==> config.mk <==
export PLATFORM = sky130hd
export DESIGN_NAME = gpu_instr_dispatcher
export DESIGN_NICKNAME = d
export VERILOG_FILES = /design/src/rtl/gpu_pkg.sv /design/src/rtl/gpu_cmd_fifo.sv /design/src/rtl/gpu_instr_dispatcher.sv
export SDC_FILE = /design/constraint.sdc
export NUM_CORES = 1
export LEC_CHECK = 0
export CORE_MARGIN = 2
export CORE_UTILIZATION = 50
export DETAILED_ROUTE_END_ITERATION = 8
export PLACE_DENSITY = 0.72
export SYNTH_ARGS = -nofsm -noshare
export SYNTH_HDL_FRONTEND = slang
export SYNTH_SLANG_ARGS = --single-unit
export TNS_END_PERCENT = 30
==> constraint.sdc <==
create_clock -name clk -period 3.59 [get_ports clk]
set_input_delay 1.077 -clock clk [delete_from_list [all_inputs] [get_ports clk]]
set_output_delay 1.077 -clock clk [all_outputs]
set_load 0.1 [all_outputs]
==> src/rtl/gpu_pkg.sv <==
// rtl/gpu_pkg.sv - shared types and constants for the GPU instruction dispatcher
// Purpose: data width, opcode encoding, instruction field positions and the
// dispatcher state encoding used by gpu_instr_dispatcher and its helpers.
package gpu_pkg;

  localparam int DATA_W = 32;

  typedef enum logic [3:0] {
    OP_ADD = 4'd0,
    OP_SUB = 4'd1,
    OP_MUL = 4'd2,
    OP_AND = 4'd3,
    OP_OR  = 4'd4
  } gpu_opcode_e;

  // Instruction word layout
  localparam int OPC_MSB  = 31;
  localparam int OPC_LSB  = 28;
  localparam int DEST_MSB = 27;
  localparam int DEST_LSB = 23;
  localparam int SRC1_MSB = 22;
  localparam int SRC1_LSB = 18;
  localparam int SRC2_MSB = 17;
  localparam int SRC2_LSB = 13;
  localparam int IMM_MSB  = 12;
  localparam int IMM_LSB  = 0;

  typedef enum logic [2:0] {
    ST_IDLE,
    ST_ISSUE,
    ST_HOLD,
    ST_WAIT,
    ST_RESP
  } disp_state_e;

endpackage

==> src/rtl/gpu_cmd_fifo.sv <==
// rtl/gpu_cmd_fifo.sv - synchronous instruction FIFO for the dispatcher
// Purpose: buffers command words between the command source and the issue FSM.
// Ports:
//   clk, rst        clock, asynchronous active-high reset (empties the FIFO)
//   push, wdata     write request and data (ignored when full)
//   pop, rdata      read request (ignored when empty); rdata shows the head
//   full, empty     occupancy flags
//   count           number of stored entries (0..DEPTH)
module gpu_cmd_fifo #(
  parameter int DEPTH = 8,
  parameter int WIDTH = 32,
  localparam int PTR_W = $clog2(DEPTH),
  localparam int CNT_W = PTR_W + 1
) (
  input  logic             clk,
  input  logic             rst,
  input  logic             push,
  input  logic [WIDTH-1:0] wdata,
  input  logic             pop,
  output logic [WIDTH-1:0] rdata,
  output logic             full,
  output logic             empty,
  output logic [CNT_W-1:0] count
);

  logic [WIDTH-1:0] mem [DEPTH];
  logic [PTR_W-1:0] wr_ptr;
  logic [PTR_W-1:0] rd_ptr;
  logic             do_push;
  logic             do_pop;

  assign do_push = push && !full;
  assign do_pop  = pop && !empty;
  assign full    = (count == CNT_W'(DEPTH));
  assign empty   = (count == '0);
  assign rdata   = mem[rd_ptr];

  // DEPTH is a power of two, so the pointers wrap by natural overflow.
  always_ff @(posedge clk or posedge rst) begin
    if (rst) begin
      wr_ptr <= '0;
      rd_ptr <= '0;
      count  <= '0;
    end else begin
      if (do_push) wr_ptr <= wr_ptr + PTR_W'(1);
      if (do_pop)  rd_ptr <= rd_ptr + PTR_W'(1);
      if (do_push && !do_pop)      count <= count + CNT_W'(1);
      else if (!do_push && do_pop) count <= count - CNT_W'(1);
    end
  end

  always_ff @(posedge clk) begin
    if (do_push) mem[wr_ptr] <= wdata;
  end

endmodule

==> src/rtl/gpu_instr_dispatcher.sv <==
// rtl/gpu_instr_dispatcher.sv - issues queued instructions to the GPU core one at a time
// Purpose: buffers commands, drives the core's valid/ready handshake with the
// instruction held through the core's decode cycle, returns results in order
// with a sequence tag, and aborts a core that never completes.
// Ports:
//   clk, rst                          clock, asynchronous active-high reset
//   cmd_valid, cmd_data, cmd_ready    command stream into the FIFO
//   core_valid, core_instr            instruction to the core
//   core_ready, core_result           core idle flag and result
//   res_valid, res_data, res_tag,
//   res_timeout, res_ready            result stream back to the host
//   busy, fifo_count                  activity and queue occupancy
//   err_timeout, clear_err            sticky watchdog error and its clear
module gpu_instr_dispatcher import gpu_pkg::*; #(
  parameter int FIFO_DEPTH = 8,
  parameter int TIMEOUT    = 64,
  parameter int DATA_W     = 32,
  localparam int CNT_W     = $clog2(FIFO_DEPTH) + 1
) (
  input  logic              clk,
  input  logic              rst,
  input  logic              cmd_valid,
  input  logic [DATA_W-1:0] cmd_data,
  output logic              cmd_ready,
  output logic              core_valid,
  output logic [DATA_W-1:0] core_instr,
  input  logic              core_ready,
  input  logic [DATA_W-1:0] core_result,
  output logic              res_valid,
  output logic [DATA_W-1:0] res_data,
  output logic [7:0]        res_tag,
  output logic              res_timeout,
  input  logic              res_ready,
  output logic              busy,
  output logic [CNT_W-1:0]  fifo_count,
  output logic              err_timeout,
  input  logic              clear_err
);

  localparam int WD_W = $clog2(TIMEOUT + 1);

  disp_state_e       state;
  logic [WD_W-1:0]   wd_cnt;
  logic [7:0]        tag_q;
  logic              fifo_pop;
  logic              fifo_full;
  logic              fifo_empty;
  logic [DATA_W-1:0] fifo_head;
  logic              wd_expired;

  gpu_cmd_fifo #(
    .DEPTH (FIFO_DEPTH),
    .WIDTH (DATA_W)
  ) u_fifo (
    .clk   (clk),
    .rst   (rst),
    .push  (cmd_valid && cmd_ready),
    .wdata (cmd_data),
    .pop   (fifo_pop),
    .rdata (fifo_head),
    .full  (fifo_full),
    .empty (fifo_empty),
    .count (fifo_count)
  );

  assign cmd_ready  = !fifo_full;
  assign busy       = (state != ST_IDLE) || !fifo_empty;
  assign res_tag    = tag_q;
  assign wd_expired = (wd_cnt == WD_W'(TIMEOUT - 1));

  // The head is taken from IDLE, or straight from RESP once the result is
  // accepted so the next issue follows without an idle bubble.
  assign fifo_pop = !fifo_empty &&
                    ((state == ST_IDLE) || (state == ST_RESP && res_ready));

  always_ff @(posedge clk or posedge rst) begin
    if (rst) begin
      state       <= ST_IDLE;
      wd_cnt      <= '0;
      tag_q       <= '0;
      core_valid  <= 1'b0;
      core_instr  <= '0;
      res_valid   <= 1'b0;
      res_data    <= '0;
      res_timeout <= 1'b0;
      err_timeout <= 1'b0;
    end else begin
      // A watchdog abort below overrides a same-cycle clear.
      if (clear_err) err_timeout <= 1'b0;

      case (state)
        ST_IDLE: begin
          if (fifo_pop) begin
            core_instr <= fifo_head;
            core_valid <= 1'b1;
            wd_cnt     <= '0;
            state      <= ST_ISSUE;
          end
        end
        ST_ISSUE: begin
          if (core_ready) begin
            core_valid <= 1'b0;
            state      <= ST_HOLD;
          end else if (wd_expired) begin
            core_valid  <= 1'b0;
            res_data    <= '0;
            res_timeout <= 1'b1;
            res_valid   <= 1'b1;
            err_timeout <= 1'b1;
            state       <= ST_RESP;
          end else begin
            wd_cnt <= wd_cnt + WD_W'(1);
          end
        end
        ST_HOLD: begin
          // core_instr stays put while the core decodes it.
          wd_cnt <= '0;
          state  <= ST_WAIT;
        end
        ST_WAIT: begin
          if (core_ready) begin
            res_data    <= core_result;
            res_timeout <= 1'b0;
            res_valid   <= 1'b1;
            state       <= ST_RESP;
          end else if (wd_expired) begin
            res_data    <= '0;
            res_timeout <= 1'b1;
            res_valid   <= 1'b1;
            err_timeout <= 1'b1;
            state       <= ST_RESP;
          end else begin
            wd_cnt <= wd_cnt + WD_W'(1);
          end
        end
        ST_RESP: begin
          if (res_ready) begin
            res_valid <= 1'b0;
            tag_q     <= tag_q + 8'd1;
            if (fifo_pop) begin
              core_instr <= fifo_head;
              core_valid <= 1'b1;
              wd_cnt     <= '0;
              state      <= ST_ISSUE;
            end else begin
              state <= ST_IDLE;
            end
          end
        end
        default: state <= ST_IDLE;
      endcase
    end
  end

endmodule

# After elaboration in Yosys (flattened, before gate mapping)
# Memories as Yosys holds them, arrays and structs flattened.
# Cells that the tools add are included.
# totals
regBits	96
ram_bits	256
out_inout_bits	82
memories	1
# memory_table
memory	depth	width	read_ports	rd_ports_with_merged_regs	wr	line	rtl
u_fifo.mem	8	32	1	0	1	gpu_cmd_fifo.sv:26	logic [WIDTH-1:0] mem [DEPTH];
# op_classes
n_addsub	6
eq_ne	12
n_mux	41
reduce_logical	30
# op_table
operator	n
$mux W32	5
$pmux W32 S2	2
$mux W7	4
$pmux W7 S4	1
$mux W1	18
$mux W3	5
$pmux W3 S5	1
$reduce_bool A3 Y1	3
$add A8 B1 Y8 const B	1
$mux W4	2
$ne A2 B2 Y1 const B	4
$reduce_and A2 Y1	4
$add A7 B1 Y7 const B	1
$eq A7 B6 Y1 const B	1
$logic_and A1 B1 Y1	7
$add A3 B1 Y3 const B	2
$eq A3 B2 Y1 const B	2
$pmux W1 S3	2
$reduce_and A3 Y1	2
$reduce_bool A2 Y1	3
$add A4 B1 Y4 const B	1
$eq A4 B4 Y1 const B	1
$logic_not A1 Y1	4
$logic_not A4 Y1	1
other kinds (11)	12

# Depth between registers and ports, before layout
# depth
ltp_word	8
ltp_mapped	11
mapped_depth_nobuf	10

# Modules after synthesis
# Synthesis repeated with hierarchy kept, for this count alone.
# hier_totals
cells_unflattened	688
area_unflattened_um2	13819.5
# by_module_without_submodules
mod	instances	cells_each	area_each_um2
gpu_cmd_fifo	1	435	10372.4
gpu_instr_dispatcher	1	253	3447.1

# Least setup slack after synthesis
# Ideal clock, no wire load.
# synth_path
path_kind	register to register
startpoint	reg u_fifo.count[0]
endpoint	mem u_fifo.mem[0][0], enable pin
setup_ns	0.461
t_arrival_ns	4.559
t_required_ns	3.129
slack_ns	-1.430
stages_incl_launch_ff	6
n_path_buf	0
period_less_slack_ns	5.020
cell_sequence	dfrtp_1 -> or4b_1 -> nand2_1 -> inv_1 -> nand2b_1 -> nor3_1
# synth_via
elab_chain_len	6
# synth_rtl
element	line	rtl
start, declared	gpu_cmd_fifo.sv:23	output logic [CNT_W-1:0] count
start signal, assigned	gpu_cmd_fifo.sv:47	if (do_push && !do_pop) count <= count + CNT_W'(1);
start signal, assigned	gpu_cmd_fifo.sv:48	else if (!do_push && do_pop) count <= count - CNT_W'(1);
$eq A4 B4 Y1 (*)	gpu_cmd_fifo.sv:34	assign full = (count == CNT_W'(DEPTH));
$logic_not A1 Y1 (*)	gpu_instr_dispatcher.sv:66	assign cmd_ready = !fifo_full;
net cmd_ready	gpu_instr_dispatcher.sv:24	output logic cmd_ready,
$logic_and A1 B1 Y1	gpu_instr_dispatcher.sv:57	.push (cmd_valid && cmd_ready),
$logic_and A1 B1 Y1 (*)	gpu_cmd_fifo.sv:32	assign do_push = push && !full;
net u_fifo.do_push	gpu_cmd_fifo.sv:29	logic do_push;
$mux W1 (*)	gpu_cmd_fifo.sv:53	if (do_push) mem[wr_ptr] <= wdata;
$mux W1 (implied by the code) (*)	gpu_cmd_fifo.sv:53	
end, declared	gpu_cmd_fifo.sv:26	
# The timed path passes the listed nets; every way through them passes the cells marked *.

# Worst setup path after layout
# layout_path
startpoint	in res_ready
endpoint	reg u_fifo.count[3]
# layout_via
elab_chain_len	7
elab_cells_between_ends	9
cone_classes	mux (1); reduce/logical (8)
# layout_rtl
element	line	rtl
start, declared	gpu_instr_dispatcher.sv:33	input logic res_ready,
$logic_and A1 B1 Y1 (*)	gpu_instr_dispatcher.sv:74	((state == ST_IDLE) || (state == ST_RESP && res_ready));
$logic_or A1 B1 Y1 (*)	gpu_instr_dispatcher.sv:74	
$logic_and A1 B1 Y1 (*)	gpu_instr_dispatcher.sv:73	assign fifo_pop = !fifo_empty &&
$logic_and A1 B1 Y1 (*)	gpu_cmd_fifo.sv:33	assign do_pop = pop && !empty;
$logic_not A1 Y1	gpu_cmd_fifo.sv:47	
$logic_and A1 B1 Y1	gpu_cmd_fifo.sv:47	
$mux W4 or $reduce_bool A2 Y1 (tied branches)	-	
# Every way passes the cells marked *; elsewhere a longest branch is shown, timed or not.
# A chain may end at the register's enable or synchronous reset.

==> run summary <==
First-pass GRT wire length: 41.4 mm
Post-synth ARST share: 27.3%
Critical path fanouts, max: 3
Status: complete, no violations
Worst hold path type: reg2reg
Post-route cell area: 16500 µm²
First-pass iteration count of the detailed router: 5
Syn Area/Cell: 18.9 µm²
Port bufs: 151
Total negative slack: 0 ns
Top-area cell type share of the netlist area: 57.0%
Rows: 60
Hold-fix buffers at CTS: 0
Max-cap violations: 0
Clock buffer depth: 3
Ports: 152
RSZ-0062 raised after global routing: no
CTS tree: built
Vias in the first global route: 7269
Via count: 7045
Distinct cells, synth: 56
Number of DRC markers in iteration 0: 502
Die Area: 28300 µm²
Syn. warnings: 0
Area of the multi-input gates: 3230 µm²
Fin crit share: 86.1%
Post-Synthesis Cells: 713
DRC: 0
Wire length per cell: 20.9 µm
Vias per cell: 5.57
WP data required: 3.96 ns
Initial core utilization: 50.4%
Placed Cells: 1196
CTS resizes: 0
Clk Latency, worst-skew pair: 0.51 ns
Die Width: 168 µm
Final hold slack: 0.469 ns
Area Overhead vs Synth: 22.6%
Fin cells: 1264
CTS root buffer: clkbuf_16
Die H: 168 µm
Total track usage: 19.0%
Final Hold Fails: 0
Yosys reg bits: 352
Most common cell in the netlist: edfxtp_1
Synth area leaders: edfxtp_1, dfrtp_1, mux4_2
CP Class: in2reg
Total CTS buffers: 36
Final Critical Period: 3.09 ns
Syn nets: 791
Layout net count: 971
Worst setup SP type: input port
Register Area: 10100 µm²
Worst-Margin Slew: 0.954 ns
Final setup vio count: 0
Fill count: 1933
Post-synth EDFFs: 256
Peak Freq: 324 MHz
H-tree depth: 2
Synth area leader: edfxtp_1
Share of cells above drive strength 1: 27.4%
Slew margin rel.: 36.4%
Dpl cell area: 15300 µm²
Final wirelength: 26.5 mm
Synth Cell Area: 13500 µm²
Final Skew: 0.0160 ns
Setup bufs post-CTS: 0
Core footprint: 26700 µm²
Pins Over Slew Limit: 0
Grt ovf: 0
WP data arrival: 3.46 ns
Initial antenna violation count: 2
Critical path capture point type: register
Ys flop type: edfxtp_1
Placer Congestion: 0.796
Largest net degree at the start of global routing: 68
Antenna Nets Post-Route: 0
Clock sinks: 352
Detailed placement HPWL: 16.2 mm
Sequential fraction of the synthesis area: 74.8%
CTS clock-pin slew for the worst setup and hold paths: 0.06 ns
Top cells by count, synth: edfxtp_1, dfrtp_1, mux4_2
layout by cell type, fill, tap and decap left out, types with 4 or more instances in the layout:
| cell | n |
|---|---|
| nand2_1 | 55 |
| inv_1 | 7 |
| nor4_1 | 5 |
| edfxtp_1 | 256 |
| xnor2_1 | 9 |
| nand2b_1 | 6 |
| o21ai_0 | 27 |
| clkdlybuf4s50_1 | 69 |
| nor2_1 | 4 |
| buf_4 | 104 |
| nor2_4 | 6 |
| buf_12 | 4 |
| ha_1 | 7 |
| clkbuf_1 | 9 |
| dfrtp_1 | 92 |
| nand3_1 | 8 |
| clkinv_2 | 9 |
| clkbuf_16 | 38 |
| o21ai_1 | 13 |
| mux4_2 | 64 |
| mux2i_1 | 32 |
| a22o_1 | 32 |
kinds of logic (layout without fill, tap and decap cells):
| kind of cell | count (synthesis) | in the layout | synth area share, % |
|---|---|---|---|
| mux | 99 | 99 | 13.3 |
| fa+ha+maj | 8 | 8 | 0.798 |
| other cells | 0 | 2 | 0 |
| flops | 352 | 352 | 74.8 |
| xor+xnor | 12 | 12 | 0.780 |
| simple gates | 105 | 105 | 3.76 |
| compound gates | 93 | 93 | 4.77 |
| buf+inv | 44 | 252 | 1.73 |
path summary, 6_finish.rpt:
check                           cells past startpoint  slack, ns            start               end
worst max-delay path                               10       0.50        res_ready   u_fifo.count[3]
worst min-delay path                                1       0.47       res_tag[7]        res_tag[7]
worst max register to register                     10       0.55  u_fifo.count[0]   u_fifo.count[3]
worst min register to register                      1       0.47       res_tag[7]        res_tag[7]
max in group asynchronous                           3       1.88              rst  u_fifo.rd_ptr[1]
min in group asynchronous                           2       0.96              rst       res_timeout
metrics by stage:
| stage | utilization [%] | setup WS (ns) |
|---|---|---|
| floorplan | - | -0.210 |
| global route | 61.8 | 0.289 |
| finish | 61.8 | 0.500 |
| global placement | 57.4 | 0.104 |
| CTS | 61.8 | 0.517 |
| detailed placement | 57.4 | 0.0224 |
routing by layer:
metal  GRT usage, %  part of all wire (%)  vias to the layer above
met2           30.7                    48                      215
met5              0                     0                        -
met1           26.8                    44                     3604
met3           4.47                   6.5                       32
li1               -                     -                     3194
met4           4.16                   1.4                        0
critical path, cell delays in order:
cell and delay (ns):
clkdlybuf4s50_1 0.49, nand2b_1 0.17, nand3_2 0.10, ha_1 0.24, inv_1 0.08, ha_1 0.22, a21o_1 0.20, a2111oi_0 0.46
a31oi_1 0.07, a221o_1 0.34
state kept, by name, indices dropped and copies added (netlist names):
register / count
core_instr: 32
core_valid: 1
err_timeout: 1
res_data: 32
res_tag: 8
res_timeout: 1
res_valid: 1
state: 3
u_fifo.count: 4
u_fifo.mem: 256
u_fifo.rd_ptr: 3
u_fifo.wr_ptr: 3
wd_cnt: 7
cell type report:
| cell class | count | share of cell area (%) |
|---|---|---|
| clock inverters | 18 | 1.08 |
| diodes | 2 | 0.0303 |
| well taps | 341 | 2.58 |
| multi-input cells | 317 | 19.6 |
| flip-flops and latches | 352 | 61.1 |
| clock buffers | 48 | 6.04 |
| repair buffers | 177 | 9.39 |
| inverters | 9 | 0.220 |
Power is left out: the tool's default activity adds up to more than one toggle a clock period on the data nets, which glitch-free logic cannot reach.
